### src/rtl/muldiv_pkg.sv
// muldiv_pkg: operation/state encodings and WIDTH legality check shared by the
// muldiv_unit sources.
package muldiv_pkg;

    typedef enum logic [1:0] {
        OP_MULTU = 2'b00,
        OP_MULT  = 2'b01,
        OP_DIVU  = 2'b10,
        OP_DIV   = 2'b11
    } op_e;

    typedef enum logic [1:0] {
        ST_IDLE = 2'b00,
        ST_CALC = 2'b01,
        ST_SIGN = 2'b10
    } state_e;

    localparam int MULDIV_MIN_WIDTH = 32'sd8;
    localparam int MULDIV_MAX_WIDTH = 32'sd64;

    function automatic bit width_legal(input int w);
        return (w >= MULDIV_MIN_WIDTH) && (w <= MULDIV_MAX_WIDTH) && ((w % 32'sd2) == 32'sd0);
    endfunction

    function automatic logic op_is_div(input op_e o);
        return (o == OP_DIVU) || (o == OP_DIV);
    endfunction

    function automatic logic op_is_signed(input op_e o);
        return (o == OP_MULT) || (o == OP_DIV);
    endfunction

endpackage

### src/rtl/muldiv_negate.sv
// muldiv_negate: combinational conditional two's-complement negate.
module muldiv_negate
    import muldiv_pkg::*;
#(
    parameter int WIDTH = 16
) (
    input  logic [WIDTH-1:0] value_i,
    input  logic             neg_i,
    output logic [WIDTH-1:0] result_o
);

    // Pass through or negate.
    always_comb begin
        if (neg_i) begin
            result_o = ~value_i + WIDTH'(1);
        end else begin
            result_o = value_i;
        end
    end

endmodule

### src/rtl/muldiv_unit.sv
// muldiv_unit: iterative shift-add multiplier / restoring divider, one bit per cycle.
// The divider exists only when MULDIV_DIV_EN is defined; otherwise divides complete as zero.
module muldiv_unit
    import muldiv_pkg::*;
#(
    parameter int WIDTH = 16
) (
    input  logic             clock,
    input  logic             reset_n,
    input  logic             start,
    input  logic [1:0]       op,
    input  logic [WIDTH-1:0] a,
    input  logic [WIDTH-1:0] b,
    output logic             busy,
    output logic             done,
    output logic [WIDTH-1:0] hi,
    output logic [WIDTH-1:0] lo,
    output logic             div_by_zero
);

    localparam int CW = $clog2(WIDTH);

    if (!width_legal(WIDTH)) begin : g_width_check
        $error("muldiv_unit: WIDTH must be even and within 8..64");
    end

    state_e           state_q, state_d;
    op_e              op_q, op_d;
    logic [CW-1:0]    cnt_q, cnt_d;
    logic             negq_q, negq_d, negr_q, negr_d, dbz_q, dbz_d;
    logic [WIDTH-1:0] mcand_q, mcand_d, acc_hi_q, acc_hi_d, acc_lo_q, acc_lo_d;
    logic             busy_q, busy_d, done_q, done_d, divz_q, divz_d;
    logic [WIDTH-1:0] hi_q, hi_d, lo_q, lo_d;

    logic             ld_div_s, ld_sgn_s, b_zero_s;
    logic [WIDTH-1:0] a_mag_s, b_mag_s;
    state_e           ld_state_s;
    logic [CW-1:0]    ld_cnt_s;
    logic [WIDTH:0]   mul_sum_s;
    logic [WIDTH-1:0] div_hi_s, div_lo_s;
    logic             hi_neg_en_s;
    logic [WIDTH-1:0] lo_fix_s, hi_fix_s, res_hi_s, res_lo_s;

`ifdef MULDIV_DIV_EN
    localparam bit DIV_EN = 1'b1;
    logic [WIDTH:0] div_shift_s, div_diff_s;

    assign div_shift_s = {acc_hi_q, acc_lo_q[WIDTH-1]};
    assign div_diff_s  = div_shift_s - {1'b0, mcand_q};
    assign div_hi_s    = div_diff_s[WIDTH] ? div_shift_s[WIDTH-1:0] : div_diff_s[WIDTH-1:0];
    assign div_lo_s    = {acc_lo_q[WIDTH-2:0], ~div_diff_s[WIDTH]};
`else
    localparam bit DIV_EN = 1'b0;
    assign div_hi_s = {WIDTH{1'b0}};
    assign div_lo_s = {WIDTH{1'b0}};
`endif

    assign ld_div_s = op_is_div(op_e'(op));
    assign ld_sgn_s = op_is_signed(op_e'(op));
    assign b_zero_s = (b == {WIDTH{1'b0}});

    muldiv_negate #(.WIDTH(WIDTH)) u_neg_a (
        .value_i (a),
        .neg_i   (ld_sgn_s & a[WIDTH-1]),
        .result_o(a_mag_s)
    );

    muldiv_negate #(.WIDTH(WIDTH)) u_neg_b (
        .value_i (b),
        .neg_i   (ld_sgn_s & b[WIDTH-1]),
        .result_o(b_mag_s)
    );

    // Disabled divides take two SIGN cycles so they still complete at E0+2.
    assign ld_state_s = (ld_div_s && !DIV_EN) ? ST_SIGN : ST_CALC;
    assign ld_cnt_s   = (ld_div_s && !DIV_EN) ? CW'(1) : CW'(WIDTH - 1);

    assign mul_sum_s = {1'b0, acc_hi_q} + (acc_lo_q[0] ? {1'b0, mcand_q} : {(WIDTH + 1){1'b0}});

    assign hi_neg_en_s = op_is_div(op_q) ? negr_q : negq_q;

    muldiv_negate #(.WIDTH(WIDTH)) u_neg_lo (
        .value_i (acc_lo_q),
        .neg_i   (negq_q),
        .result_o(lo_fix_s)
    );

    muldiv_negate #(.WIDTH(WIDTH)) u_neg_hi (
        .value_i (acc_hi_q),
        .neg_i   (hi_neg_en_s),
        .result_o(hi_fix_s)
    );

    // Final result select; a negated double-width product borrows from hi unless lo is zero.
    always_comb begin
        if (op_is_div(op_q) && !DIV_EN) begin
            res_hi_s = {WIDTH{1'b0}};
            res_lo_s = {WIDTH{1'b0}};
        end else if (!op_is_div(op_q) && negq_q && (acc_lo_q != {WIDTH{1'b0}})) begin
            res_hi_s = ~acc_hi_q;
            res_lo_s = lo_fix_s;
        end else begin
            res_hi_s = hi_fix_s;
            res_lo_s = lo_fix_s;
        end
    end

    // Next-state and datapath control.
    always_comb begin
        state_d  = state_q;
        op_d     = op_q;
        cnt_d    = cnt_q;
        negq_d   = negq_q;
        negr_d   = negr_q;
        dbz_d    = dbz_q;
        mcand_d  = mcand_q;
        acc_hi_d = acc_hi_q;
        acc_lo_d = acc_lo_q;
        busy_d   = busy_q;
        done_d   = 1'b0;
        hi_d     = hi_q;
        lo_d     = lo_q;
        divz_d   = divz_q;
        case (state_q)
            ST_IDLE: begin
                if (start) begin
                    state_d  = ld_state_s;
                    cnt_d    = ld_cnt_s;
                    op_d     = op_e'(op);
                    negq_d   = ld_sgn_s & (a[WIDTH-1] ^ b[WIDTH-1]) & ~(ld_div_s & b_zero_s);
                    negr_d   = ld_sgn_s & ld_div_s & a[WIDTH-1];
                    dbz_d    = DIV_EN & ld_div_s & b_zero_s;
                    mcand_d  = ld_div_s ? b_mag_s : a_mag_s;
                    acc_hi_d = {WIDTH{1'b0}};
                    acc_lo_d = ld_div_s ? a_mag_s : b_mag_s;
                    busy_d   = 1'b1;
                end else begin
                    busy_d = 1'b0;
                end
            end
            ST_CALC: begin
                busy_d = 1'b1;
                if (op_is_div(op_q)) begin
                    acc_hi_d = div_hi_s;
                    acc_lo_d = div_lo_s;
                end else begin
                    acc_hi_d = mul_sum_s[WIDTH:1];
                    acc_lo_d = {mul_sum_s[0], acc_lo_q[WIDTH-1:1]};
                end
                if (cnt_q == {CW{1'b0}}) begin
                    state_d = ST_SIGN;
                end else begin
                    cnt_d   = cnt_q - CW'(1);
                    state_d = ST_CALC;
                end
            end
            ST_SIGN: begin
                if (cnt_q != {CW{1'b0}}) begin
                    cnt_d   = cnt_q - CW'(1);
                    state_d = ST_SIGN;
                    busy_d  = 1'b1;
                end else begin
                    done_d = 1'b1;
                    hi_d   = res_hi_s;
                    lo_d   = res_lo_s;
                    divz_d = dbz_q;
                    if (start) begin
                        state_d  = ld_state_s;
                        cnt_d    = ld_cnt_s;
                        op_d     = op_e'(op);
                        negq_d   = ld_sgn_s & (a[WIDTH-1] ^ b[WIDTH-1]) & ~(ld_div_s & b_zero_s);
                        negr_d   = ld_sgn_s & ld_div_s & a[WIDTH-1];
                        dbz_d    = DIV_EN & ld_div_s & b_zero_s;
                        mcand_d  = ld_div_s ? b_mag_s : a_mag_s;
                        acc_hi_d = {WIDTH{1'b0}};
                        acc_lo_d = ld_div_s ? a_mag_s : b_mag_s;
                        busy_d   = 1'b1;
                    end else begin
                        state_d = ST_IDLE;
                        busy_d  = 1'b0;
                    end
                end
            end
            default: begin
                state_d = ST_IDLE;
                cnt_d   = {CW{1'b0}};
                busy_d  = 1'b0;
            end
        endcase
    end

    // State, datapath and output registers.
    always_ff @(posedge clock or negedge reset_n) begin
        if (!reset_n) begin
            state_q  <= ST_IDLE;
            op_q     <= OP_MULTU;
            cnt_q    <= {CW{1'b0}};
            negq_q   <= 1'b0;
            negr_q   <= 1'b0;
            dbz_q    <= 1'b0;
            mcand_q  <= {WIDTH{1'b0}};
            acc_hi_q <= {WIDTH{1'b0}};
            acc_lo_q <= {WIDTH{1'b0}};
            busy_q   <= 1'b0;
            done_q   <= 1'b0;
            hi_q     <= {WIDTH{1'b0}};
            lo_q     <= {WIDTH{1'b0}};
            divz_q   <= 1'b0;
        end else begin
            state_q  <= state_d;
            op_q     <= op_d;
            cnt_q    <= cnt_d;
            negq_q   <= negq_d;
            negr_q   <= negr_d;
            dbz_q    <= dbz_d;
            mcand_q  <= mcand_d;
            acc_hi_q <= acc_hi_d;
            acc_lo_q <= acc_lo_d;
            busy_q   <= busy_d;
            done_q   <= done_d;
            hi_q     <= hi_d;
            lo_q     <= lo_d;
            divz_q   <= divz_d;
        end
    end

    assign busy        = busy_q;
    assign done        = done_q;
    assign hi          = hi_q;
    assign lo          = lo_q;
    assign div_by_zero = divz_q;

endmodule

### config.mk
export PLATFORM = sky130hd
export DESIGN_NAME = muldiv_unit
export DESIGN_NICKNAME = d
export VERILOG_FILES = /design/src/rtl/muldiv_pkg.sv /design/src/rtl/muldiv_negate.sv /design/src/rtl/muldiv_unit.sv
export SDC_FILE = /design/constraint.sdc
export NUM_CORES = 1
export LEC_CHECK = 0
export CORE_MARGIN = 1.5
export CORE_UTILIZATION = 45
export CTS_BUF_LIST = sky130_fd_sc_hd__clkbuf_8
export DETAILED_ROUTE_END_ITERATION = 7
export PLACE_DENSITY = 0.67
export REMOVE_ABC_BUFFERS = 1
export SLEW_MARGIN = 30
export SYNTH_ARGS = -nofsm -noshare
export SYNTH_HDL_FRONTEND = slang
export SYNTH_SLANG_ARGS = --single-unit
### constraint.sdc
create_clock -name clock -period 4.5 [get_ports clock]
set_input_delay 0.9 -clock clock [delete_from_list [all_inputs] [get_ports clock]]
set_output_delay 0.9 -clock clock [all_outputs]
set_load 0.01 [all_outputs]
* Yosys cells after proc, flatten, opt, wreduce, memory -nomap -nowiden
Index checks and enable logic that the tools add are counted.
** Storage, ports and cells
- Register bits :: 94
- Output and inout bits :: 35
** Operators by class
- $add $sub $neg :: 6
- Equal/unequal tests :: 10
- Multiplexer cells :: 50
- Bitwise operators :: 14
- Reductions and logical operators :: 16
** Operators by type and width (number)
- $mux 16 :: 18
- $pmux 16 s3 :: 2
- $add 16x1->16 const B :: 4
- $not 16->16 :: 4
- $pmux 16 s2 :: 1
- $add 16x16->17 :: 1
- $logic_not 16->1 :: 1
- $mux 4 :: 4
- $reduce_bool 16->1 :: 1
- $mux 2 :: 7
- $pmux 4 s3 :: 1
- $mux 1 :: 11
- $eq 2x2->1 const B :: 5
- $and 1x1->1 :: 7
- $ne 2x2->1 const B :: 3
- $pmux 1 s2 :: 3
- $pmux 2 s3 :: 1
- $reduce_and 2->1 :: 3
- $eq 2x1->1 const B :: 2
- $logic_not 4->1 :: 1
- $pmux 2 s2 :: 1
- $reduce_bool 4->1 :: 1
- $sub 4x1->4 const B :: 1
- $logic_or 1x1->1 :: 3
- 8 further kinds :: 10

* Longest topological paths before layout
- Depth in word-level cells :: 8
- Depth in mapped cells :: 12
- Depth with buffers taken out :: 11

* By module
Synthesis repeated with hierarchy kept, for this count alone.
** Second synthesis, totals
- Cell total of the unflattened synthesis :: 767
- Area, all modules :: 6552.5 µm²
** Modules (own cells, without submodules)
- muldiv_unit :: instances 1, cells an instance 579, area each 5221.3 µm²
- muldiv_negate :: instances 4, cells an instance 47, area each 332.8 µm²

* Worst setup path after synthesis
Ideal clock, no wire load.
- Kind :: reg-to-reg
- From :: register acc_lo_q[0]
- To :: register acc_hi_q[12]
- Setup time :: 0.126 ns
- Arrival :: 2.505 ns
- Data required time :: 4.374 ns
- Path slack :: 1.869 ns
- Stages on the path, launching flop included :: 12
- Path buffers :: 1
- Cell sequence :: dfrtp_1 clkbuf_1 nand2_1 inv_1 ha_1 a21o_1 a21oi_1 o211ai_1 a211oi_1 nor4b_1 a41o_1 a221o_1
** Between the ends
- Cells in the longest elaborated chain, start to end :: 4
** Ends and longest elaborated chain
- start, declared :: RTL line muldiv_unit.sv:31 : logic [WIDTH-1:0] mcand_q, mcand_d, acc_hi_q, acc_hi_d, acc_lo_q, acc_lo_d;
- start signal, assigned :: RTL line muldiv_unit.sv:203 : acc_lo_q <= {WIDTH{1'b0}};
- start signal, assigned :: RTL line muldiv_unit.sv:218 : acc_lo_q <= acc_lo_d;
- $mux 16 :: RTL line muldiv_unit.sv:78 : assign mul_sum_s = {1'b0, acc_hi_q} + (acc_lo_q[0] ? {1'b0, mcand_q} : {(WIDTH + 1){1'b0}});
- $add 16x16->17 :: RTL line muldiv_unit.sv:78
- $mux 16 :: RTL line muldiv_unit.sv:143 : if (op_is_div(op_q)) begin
- $pmux 16 s3 :: RTL line muldiv_unit.sv:124 : case (state_q)
- end signal, assigned :: RTL line muldiv_unit.sv:202 : acc_hi_q <= {WIDTH{1'b0}};
- end signal, assigned :: RTL line muldiv_unit.sv:217 : acc_hi_q <= acc_hi_d;
- end, declared :: RTL line muldiv_unit.sv:31
No other way between the ends.
A chain may end at the register's enable or synchronous reset.

* Worst setup path in the final report
Ends and elaborated chain as after synthesis.

==> results_dict.tcl <==
set metrics [dict create \
    grt.total_usage 0.246 \
    ir_worst_vdd_mv 0.292 \
    power_mw 4.05 \
    fp-row-count 42 \
    die_area_um2 14000 \
    postCtsHoldBufs 0 \
    gr-total-overflow 0 \
    via_count 5445 \
    finalWirelength_um 16700 \
    final_common_cell "nand2_1" \
    drtIter0Drc 463 \
    post-cts-setup-buffer-count 0 \
    synth_async_sr_flop_share 1.00 \
    rsz0062_at_grt "false" \
    drt_first_pass_iters 5 \
    clockBufferDepth 2 \
    critical_path_buf_inv_count 1 \
    start_util 0.457 \
    placed_area_um2 6850 \
    drv_cap 0 \
    antenna_found_initial 0 \
    p_per_area_nw_per_um2 571 \
    slew_headroom 0.471 \
    gp_congestion 0.933 \
    endpoint_kind "flip-flop" \
    tightest_slew_ns 0.794 \
    die_h_um 119 \
    final_nets 810 \
    worstPathCellList "nand2_1, inv_1, ha_1, a21o_1, a21oi_1, o211ai_1, a211oi_1, nor4b_1, a41o_1, a221o_1" \
    synth-warning-count 0 \
    setup-tns-final_ns 0 \
    insertion_delay_ns 0.38 \
    io_pins 72 \
    slowest_delay_ns 0.68 \
    final_cell_mix "92 x nand2_1, 91 x dfrtp_1, 71 x o21ai_0, 69 x clkdlybuf4s50_1, 48 x nor2_1" \
    worst_ep_arrival_time_ns 3.47 \
    drc_errors 0 \
    root_buffer "clkbuf_8" \
    via_per_inst 5.84 \
    cts.sinks 91 \
    setup_viol 0 \
    period_share 0.711 \
    cp.required_ns 4.77 \
    multiInputGateArea_um2 3500 \
    crit_fanout 19 \
    synth-seq-cells 91 \
    grt_max_degree 74 \
    cts_inserted_buffers 9 \
    postLayoutCellArea_um2 7090 \
    diodes 0 \
    mappedNetlistArea_um2 6000 \
    leakage_nw 3.00 \
    ys_seq_area_frac 0.379 \
    finalCriticalPeriod_ns 3.20 \
    worst_slack_ns 1.30 \
    pre_cts_slack_ns 1.34 \
    post_cts_resized 0 \
    regArea_um2 2280 \
    fillers 1244 \
    syn_inst 699 \
    fmax_mhz 313 \
    ant_nets 0 \
    grt_pass1_vias 5381 \
    crit_slowest_cell "dfrtp_1" \
    outcome "completed" \
    whs_ns 0.481 \
    cpLargestDelayFamily "compound AO/OA/AOI/OAI gates" \
    htreeDepth 3 \
    start_kind "flip-flop" \
    ys_types 60 \
    ys.flop_type "dfrtp_1" \
    wire_per_inst_um 18.0 \
    grt_pass1_wl_um 27300 \
    hold_viol_final 0 \
    dieWidth_um 119 \
    drive_gt1_frac 0.0450 \
    drv_slew 0 \
    clk_pin_slew_ns 0.09 \
    core-area_um2 13100 \
    portBuffers 70 \
    hold_path.class "reg -> reg" \
    syn_avg_cell_area_um2 8.59 \
    area_growth_pct 18.1 \
    cts_tree "yes" \
    hpwl_um 12300 \
    synth_edf_count 0 \
    crit_type "reg -> reg" \
    finalClockSkew_ns 0.0110 \
]
==> per-stage QoR <==
step	std cells	util
finish	932	0.540
global route	932	0.540
CTS	932	0.540
detailed placement	916	0.522
global placement	916	0.522
floorplan	659	-
==> state kept, by name, indices dropped and copies added (netlist names), 2 cells and up <==
name and cells:
acc_lo_q 16, acc_hi_q 16, state_q 2, cnt_q 4, hi 16, mcand_q 16, lo 16
==> power by group <==
group          internal, mW  switching, mW  leakage, nW
clock                 0.365          0.310        0.127
sequential             1.12          0.349         1.19
combinational         0.876           1.03         1.68
==> worst min-delay path, stage by stage, from the launching register on <==
cell	delay [ns]
dfrtp_1	0.34
nand2_1	0.05
o31ai_1	0.05
==> synth_stat cells, types with 3 or more instances <==
master	n	share of area
a21oi_1	38	0.032
a22o_1	13	0.019
nand2b_1	9	0.0094
a221o_1	3	0.0050
or3_1	4	0.0042
nor4_1	9	0.0094
o221ai_1	8	0.012
a222oi_1	3	0.0050
xor2_1	30	0.044
nor3_1	13	0.011
a211oi_1	5	0.0063
o22ai_1	3	0.0031
nor2_1	48	0.030
o21ai_0	72	0.060
xnor2_1	34	0.050
nand3_1	6	0.0050
nor3b_1	4	0.0050
or4_1	4	0.0050
nor2b_1	11	0.011
clkbuf_1	35	0.022
and2_1	19	0.020
dfrtp_1	91	0.38
inv_1	19	0.012
mux2i_1	6	0.010
buf_1	4	0.0025
mux2_2	3	0.0056
a21o_1	8	0.010
o31ai_1	25	0.031
ha_1	21	0.044
nand2_1	92	0.058
o21ai_1	3	0.0025
o21a_1	6	0.0075
o41ai_1	6	0.0088
a22oi_1	10	0.013
a31oi_1	3	0.0031
==> path summary, 6_finish.rpt <==
| check | from | slack, ns | end | cells after the start |
|---|---|---|---|---|
| setup reg to reg | acc_lo_q[0]$_DFFE_PN0P_ | 1.30 | acc_hi_q[12]$_DFFE_PN0P_ | 10 |
| min in group asynchronous | reset_n | 0.51 | lo[11]$_DFFE_PN0P_ | 1 |
| max in group asynchronous | reset_n | 3.18 | hi[2]$_DFFE_PN0P_ | 2 |
| hold reg to reg | hi[2]$_DFFE_PN0P_ | 0.48 | hi[2]$_DFFE_PN0P_ | 2 |
| setup / recovery | acc_lo_q[0]$_DFFE_PN0P_ | 1.30 | acc_hi_q[12]$_DFFE_PN0P_ | 10 |
| hold / removal | hi[2]$_DFFE_PN0P_ | 0.48 | hi[2]$_DFFE_PN0P_ | 2 |
==> logic make-up after synthesis <==
kind of cell | count (synthesis) | synth area share
other | 1 | 0.000625
multiplexers | 9 | 0.0156
AND/OR/NAND/NOR | 229 | 0.182
AO/OA/AOI/OAI | 224 | 0.244
XOR/XNOR | 64 | 0.0934
adder cells (fa/ha/maj) | 22 | 0.0471
buffers and inverters | 59 | 0.0375
flip-flops | 91 | 0.379
==> layer usage <==
| metal | vias to the layer above | GRT usage | part of all wire | wire length [um] |
|---|---|---|---|---|
| met1 | 2640 | 0.344 | 0.47 | 7900 |
| met3 | 22 | 0.0391 | 0.047 | 788 |
| li1 | 2615 | - | - | - |
| met5 | - | 0 | 0 | 0 |
| met4 | 0 | 0.0843 | 0.018 | 306 |
| met2 | 168 | 0.388 | 0.46 | 7750 |
==> final cells by class <==
cell class	instances	share of cell area
flip-flops and latches	91	0.321
inverters	19	0.0101
repair buffers	81	0.111
clock buffers	9	0.0175
multi-input cells	549	0.494
well taps	176	0.0311
clock inverters	7	0.0155
Note: power is estimated with default switching activity, not from simulation.
